===== src/rtl/if_inst_queue_pkg.sv =====
// -----------------------------------------------------------------------------
// if_inst_queue_pkg
//   Shared constants and types for the instruction fetch queue.
//   Mirrors the fetch-side defines (address/instruction bus widths, the zero
//   word that decodes as a NOP, reset/chip-enable levels) and the default
//   queue depth.
// -----------------------------------------------------------------------------
package if_inst_queue_pkg;

   localparam int          INST_ADDR_W = 32;     // InstAddrBus
   localparam int          INST_W      = 32;     // InstBus
   localparam logic [31:0] ZERO_WORD   = 32'h0;  // decodes as NOP
   localparam logic        RST_ENABLE  = 1'b1;
   localparam logic        RST_DISABLE = 1'b0;
   localparam logic        CHIP_ENABLE = 1'b1;
   localparam logic        CHIP_DISABLE = 1'b0;
   localparam int          IFQ_DEPTH   = 4;

   // One queued fetch: PC in the upper half, instruction word in the lower.
   typedef struct packed {
      logic [INST_ADDR_W-1:0] pc;
      logic [INST_W-1:0]      inst;
   } ifq_entry_t;

endpackage


===== src/rtl/if_inst_queue_mem.sv =====
// -----------------------------------------------------------------------------
// if_inst_queue_mem
//   DEPTH x 64-bit storage for the fetch queue. Synchronous write port,
//   combinational read port, no reset (contents are only ever read at
//   positions the control logic has already written).
// Ports:
//   clk      - system clock, rising edge
//   we_i     - write enable
//   waddr_i  - write address
//   wdata_i  - entry to store
//   raddr_i  - read address
//   rdata_o  - entry at raddr_i (combinational)
// -----------------------------------------------------------------------------
module if_inst_queue_mem
   import if_inst_queue_pkg::*;
#(
   parameter int DEPTH = IFQ_DEPTH,
   parameter int PTR_W = $clog2(DEPTH)
) (
   input  logic             clk,
   input  logic             we_i,
   input  logic [PTR_W-1:0] waddr_i,
   input  ifq_entry_t       wdata_i,
   input  logic [PTR_W-1:0] raddr_i,
   output ifq_entry_t       rdata_o
);

   ifq_entry_t mem_q [DEPTH];

   always_ff @(posedge clk) begin
      if (we_i) begin
         mem_q[waddr_i] <= wdata_i;
      end
   end

   assign rdata_o = mem_q[raddr_i];

endmodule


===== src/rtl/if_inst_queue.sv =====
// -----------------------------------------------------------------------------
// if_inst_queue
//   Instruction fetch queue between pc_reg/inst_rom and the IF/ID register.
//   Captures {pc, inst} pairs into a small FIFO, presents the oldest to decode
//   with a valid/ready handshake and back-pressures fetch when full. Flush
//   empties the queue in one cycle.
//
//   Handshake: a transfer happens on a rising edge when valid and ready are
//   both high. in_ready depends only on occupancy (never on out_ready), so a
//   full queue that pops this cycle accepts again on the next one. Neither
//   output valid nor output data depend combinationally on any input.
//
// Ports:
//   clk, rst             - clock; asynchronous active-high reset
//   in_valid/in_ready    - fetch side handshake
//   in_pc, in_inst       - fetched PC and instruction word
//   out_valid/out_ready  - decode side handshake
//   out_pc, out_inst     - head entry (zero when empty)
//   flush                - discard all entries (redirect)
//   count                - occupancy, 0..DEPTH
// -----------------------------------------------------------------------------
module if_inst_queue
   import if_inst_queue_pkg::*;
#(
   parameter int DEPTH = IFQ_DEPTH,
   parameter int PTR_W = $clog2(DEPTH)
) (
   input  logic                   clk,
   input  logic                   rst,
   input  logic                   in_valid,
   input  logic [INST_ADDR_W-1:0] in_pc,
   input  logic [INST_W-1:0]      in_inst,
   output logic                   in_ready,
   output logic                   out_valid,
   input  logic                   out_ready,
   output logic [INST_ADDR_W-1:0] out_pc,
   output logic [INST_W-1:0]      out_inst,
   input  logic                   flush,
   output logic [PTR_W:0]         count
);

   localparam logic [PTR_W:0]   FULL_CNT = (PTR_W+1)'(DEPTH);
   localparam logic [PTR_W:0]   CNT_ONE  = (PTR_W+1)'(1);
   localparam logic [PTR_W-1:0] PTR_ONE  = PTR_W'(1);

   logic [PTR_W-1:0] rd_ptr_q, rd_ptr_d;
   logic [PTR_W-1:0] wr_ptr_q, wr_ptr_d;
   logic [PTR_W:0]   count_q,  count_d;
   logic             push, pop;
   ifq_entry_t       wr_entry, head_entry;

   assign in_ready  = (count_q != FULL_CNT);
   assign out_valid = (count_q != '0);
   assign push      = in_valid & in_ready;
   assign pop       = out_valid & out_ready;
   assign count     = count_q;

   always_comb begin
      rd_ptr_d = rd_ptr_q;
      wr_ptr_d = wr_ptr_q;
      count_d  = count_q;
      if (flush) begin
         // Redirect: drop everything, including this cycle's push/pop.
         rd_ptr_d = '0;
         wr_ptr_d = '0;
         count_d  = '0;
      end else begin
         if (push) wr_ptr_d = wr_ptr_q + PTR_ONE;
         if (pop)  rd_ptr_d = rd_ptr_q + PTR_ONE;
         case ({push, pop})
            2'b10:   count_d = count_q + CNT_ONE;
            2'b01:   count_d = count_q - CNT_ONE;
            default: count_d = count_q;
         endcase
      end
   end

   always_ff @(posedge clk or posedge rst) begin
      if (rst) begin
         rd_ptr_q <= '0;
         wr_ptr_q <= '0;
         count_q  <= '0;
      end else begin
         rd_ptr_q <= rd_ptr_d;
         wr_ptr_q <= wr_ptr_d;
         count_q  <= count_d;
      end
   end

   assign wr_entry.pc   = in_pc;
   assign wr_entry.inst = in_inst;

   if_inst_queue_mem #(
      .DEPTH (DEPTH),
      .PTR_W (PTR_W)
   ) u_mem (
      .clk     (clk),
      .we_i    (push & ~flush),
      .waddr_i (wr_ptr_q),
      .wdata_i (wr_entry),
      .raddr_i (rd_ptr_q),
      .rdata_o (head_entry)
   );

   // Empty queue presents ZERO_WORD so decode sees a NOP, not stale storage.
   assign out_pc   = out_valid ? head_entry.pc   : ZERO_WORD;
   assign out_inst = out_valid ? head_entry.inst : ZERO_WORD;

`ifndef SYNTHESIS
   a_no_push_full : assert property (@(posedge clk) disable iff (rst)
      !(push && (count_q == FULL_CNT)));
   a_no_pop_empty : assert property (@(posedge clk) disable iff (rst)
      !(pop && (count_q == '0)));
   a_ptr_count    : assert property (@(posedge clk) disable iff (rst)
      ((count_q == '0) || (count_q == FULL_CNT)) ||
      (count_q[PTR_W-1:0] == PTR_W'(wr_ptr_q - rd_ptr_q)));
`endif

endmodule


===== config.mk =====
export PLATFORM = sky130hd
export DESIGN_NAME = if_inst_queue
export DESIGN_NICKNAME = d
export VERILOG_FILES = /design/src/rtl/if_inst_queue_pkg.sv /design/src/rtl/if_inst_queue_mem.sv /design/src/rtl/if_inst_queue.sv
export SDC_FILE = /design/constraint.sdc
export NUM_CORES = 1
export LEC_CHECK = 0
export BUFFER_PORTS_ARGS = -buffer_cell sky130_fd_sc_hd__buf_2
export CAP_MARGIN = 5
export CORE_MARGIN = 4
export CORE_UTILIZATION = 30
export DETAILED_ROUTE_END_ITERATION = 8
export PLACE_DENSITY_LB_ADDON = 0.1
export SYNTH_ARGS = -nofsm -noshare
export SYNTH_HDL_FRONTEND = slang
export SYNTH_SLANG_ARGS = --single-unit

===== constraint.sdc =====
create_clock -name clk -period 2.6 [get_ports clk]
set_input_delay 0.13 -clock clk [delete_from_list [all_inputs] [get_ports clk]]
set_output_delay 0.13 -clock clk [all_outputs]
set_load 0.05 [all_outputs]

==> impl_metrics.csv <==
group,metric,value,unit
run_status,status,"completed",
global_routing,gr-total-overflow,0,
routing,top_layer,"met4",
power,ir_drop,0.5434,mV
worst_setup_path,path_max_fanout,67,
routing,drt_iter0_drc,246,
cells_and_area,instances_no_fill,1169,
floorplan,ios,138,
routing,wl_met1,10150,um
global_routing,grt_pass1_wl,35390,um
hold_path,hold_path_end,"count[2]",
sta,finalCritPeriodShare,0.9429,
cts,cts_sinks,263,
sta,hold_viol_final,0,
global_routing,antenna_found_initial,0,
cts,postCtsSetupBuffers,0,
hold_path,min_path_type,"input pin to register",
cells_and_area,ff_latch_area,7870,sq um
worst_setup_path,r2r_end,"count[2]",
logic_synthesis,synth_nets,543,
logic_synthesis,syn_avg_cell_area,21.73,sq um
sta,finalSetupViolCount,0,
routing,drt_pass1_iterations,4,
worst_setup_path,worstSetupPathType,"register to primary output",
logic_synthesis,synth_edf_count,256,
sta,rsz0062_at_grt,"no",
logic_synthesis,synth_cells,469,
place,dpl_cell_area,11490,sq um
place,place.gp.congestion,0.7379,
logic_synthesis,synthArstFlopShare,0.02662,
place,dp_hpwl,13000,um
floorplan,initial_utilization,0.3040,
floorplan,rows,67,
logic_synthesis,yosys_warnings,0,
cts,clk_pin_slew,0.06,ns
sta,slew_viol_final,0,
routing,wl_met3,1287,um
place,place_inst,1045,
floorplan,die_h,192.3,um
logic_synthesis,synth_top_flop_cell,"edfxtp_1",
routing,wire_per_inst,19.62,um
cts,cts_htree_levels,1,
global_routing,grt_max_degree,67,
routing,vias,5254,
logic_synthesis,synth_area,10190,sq um
logic_synthesis,synth-seq-cells,263,
sta,fin_skew,0.008277,ns
worst_setup_path,r2r_slack,0.36,ns
logic_synthesis,ys_types,29,
floorplan,core,33530,sq um
cts,cts_buffers,30,
sta,max_freq,407.9,MHz
routing,via_per_inst,4.494,
power,p_leak,4.576,nW
cts,insertion_delay,0.54,ns
logic_synthesis,ys_seq_area_frac,0.7714,
run,maxCapViolations,0,
cells_and_area,nets,770,
hold_path,min_path_cells,3,
cells_and_area,design_area,13210,sq um
routing,drc,0,
place,port_buffers,137,
hold_path,min_from,"out_ready",
worst_setup_path,required,2.47,ns
worst_setup_path,cp-end-kind,"primary output",
floorplan,die_x,192.3,um
worst_setup_path,crit_arrival,2.32,ns
routing,wirelength,22930,um
cells_and_area,nFillCells,3111,
cells_and_area,layout-drive-gt1-share,0.3764,
global_routing,grtUsageTotal,0.1251,
cells_and_area,syn2layout_area_growth,29.63,%
cts,cts_buffer_depth,3,
cts,clockRootBuffer,"clkbuf_16",
worst_setup_path,rr_startpoint,"count[1]",
global_routing,grt_pass1_vias,5992,
cells_and_area,multi_input_area,2186,sq um
worst_setup_path,cp-start-kind,"register",
power,p_per_area,896.2,nW/um^2
sta,slew_headroom,0.6448,
routing,route.met2.wl,11020,um
sta,fin_crit,2.451,ns
floorplan,dieArea,36990,sq um
worst_setup_path,reg2reg_depth,7,
routing,postRouteAntennaNets,0,
cts,tritoncts,"done",
sta,tightest_slew,0.5328,ns
metal layers:
layer | GRT usage | vias to the layer above
met5 | 0 | -
met4 | 0.02990 | 0
met3 | 0.02786 | 39
met2 | 0.2043 | 138
met1 | 0.1720 | 2722
li1 | - | 2355
where the power goes:
part           internal, W  total, W  switching, W
clock              0.00276   0.00439       0.00163
sequential         0.00483   0.00489     0.0000562
combinational     0.000831   0.00256       0.00173
flip-flops by register name, summed over array words and instances, names as in the netlist:
| name | cells |
|---|---|
| rd_ptr_q | 2 |
| count | 3 |
| wr_ptr_q | 2 |
| u_mem.mem_q | 256 |
timing repair:
item	CTS	global route
resized for setup	1	0
hold buffers	67	0
hold endpoints to repair	270	0
setup endpoints to repair	51	0
critical path, cell delays in order, from the launching register on:
cell	delay, ns
dfrtp_1	0.47
or3_2	0.53
buf_6	0.29
and2_1	0.24
buf_2	0.22
synth_stat cells (4+ instances only):
library cell / instances / area [sq um]
edfxtp_1: 256 / 7687
and2_1: 68 / 425.4
mux4_2: 64 / 1441
clkbuf_1: 10 / 37.54
nor2_1: 9 / 33.78
buf_2: 7 / 35.03
dfrtp_1: 7 / 175.2
nand2_1: 6 / 22.52
buf_6: 5 / 56.30
ha_1: 4 / 50.05
nand3_1: 4 / 20.02
placed cells by master, fill, tap and decap left out, types with 2 or more instances in the layout:
cell type	n
a21oi_1	3
and2_1	64
and2_4	4
buf_12	5
buf_2	137
buf_4	9
bufinv_16	6
clkbuf_1	5
clkbuf_16	31
clkinv_1	5
clkinv_2	6
clkinvlp_4	2
dfrtp_1	5
dfrtp_4	2
dlygate4sd3_1	67
edfxtp_1	256
ha_1	4
inv_1	3
mux4_2	64
nand2_1	6
nand3_1	4
nor2_1	9
nor3_1	2
o21ai_0	3
xnor2_1	2
xor2_1	2
logic make-up (layout without fill, tap and decap cells):
| family | Yosys count | count (layout) | synth area share |
|---|---|---|---|
| compound gates | 9 | 9 | 0.005279 |
| xor+xnor | 4 | 4 | 0.003438 |
| fa+ha+maj | 5 | 5 | 0.006875 |
| buf+inv | 27 | 278 | 0.01522 |
| flops | 263 | 263 | 0.7714 |
| mux | 65 | 65 | 0.1425 |
| other cells | 0 | 1 | 0 |
| simple gates | 96 | 96 | 0.05524 |
through the flow:
| step | TNS, ns | util | power, W | setup slack (ns) | hold WS (ns) |
|---|---|---|---|---|---|
| floorplan | -69.23 | - | 0.006829 | -0.2704 | -0.06660 |
| finish | 0 | 0.3940 | 0.01184 | 0.1485 | 0.07507 |
| CTS | 0 | 0.3940 | 0.01206 | 0.07505 | 0.02704 |
| detailed placement | 0 | 0.3426 | 0.007518 | 0.4005 | 0.1209 |
| global route | 0 | 0.3940 | 0.01240 | 0.001605 | 0.07213 |
| global placement | 0 | 0.3426 | 0.007485 | 0.6037 | 0.1141 |
worst max path at each step:
stage,to,depth (start not counted),start
floorplan,u_mem.mem_q[0][0],4,count[0]
global placement,u_mem.mem_q[2][37],5,count[0]
detailed placement,count[2],7,count[1]
CTS,out_inst[21],4,count[1]
global route,out_pc[1],4,count[1]
finish,out_pc[1],4,count[1]
area by class of cell:
| cell class | instances | share of cell area |
|---|---|---|
| flip-flops and latches | 263 | 0.5956 |
| multi-input cells | 179 | 0.1654 |
| repair buffers | 219 | 0.1162 |
| clock buffers | 36 | 0.06013 |
| well taps | 448 | 0.04242 |
| clock inverters | 20 | 0.01913 |
| inverters | 3 | 0.0008523 |
| diodes | 1 | 0.0001894 |
Power figures use the tool's default switching activity.
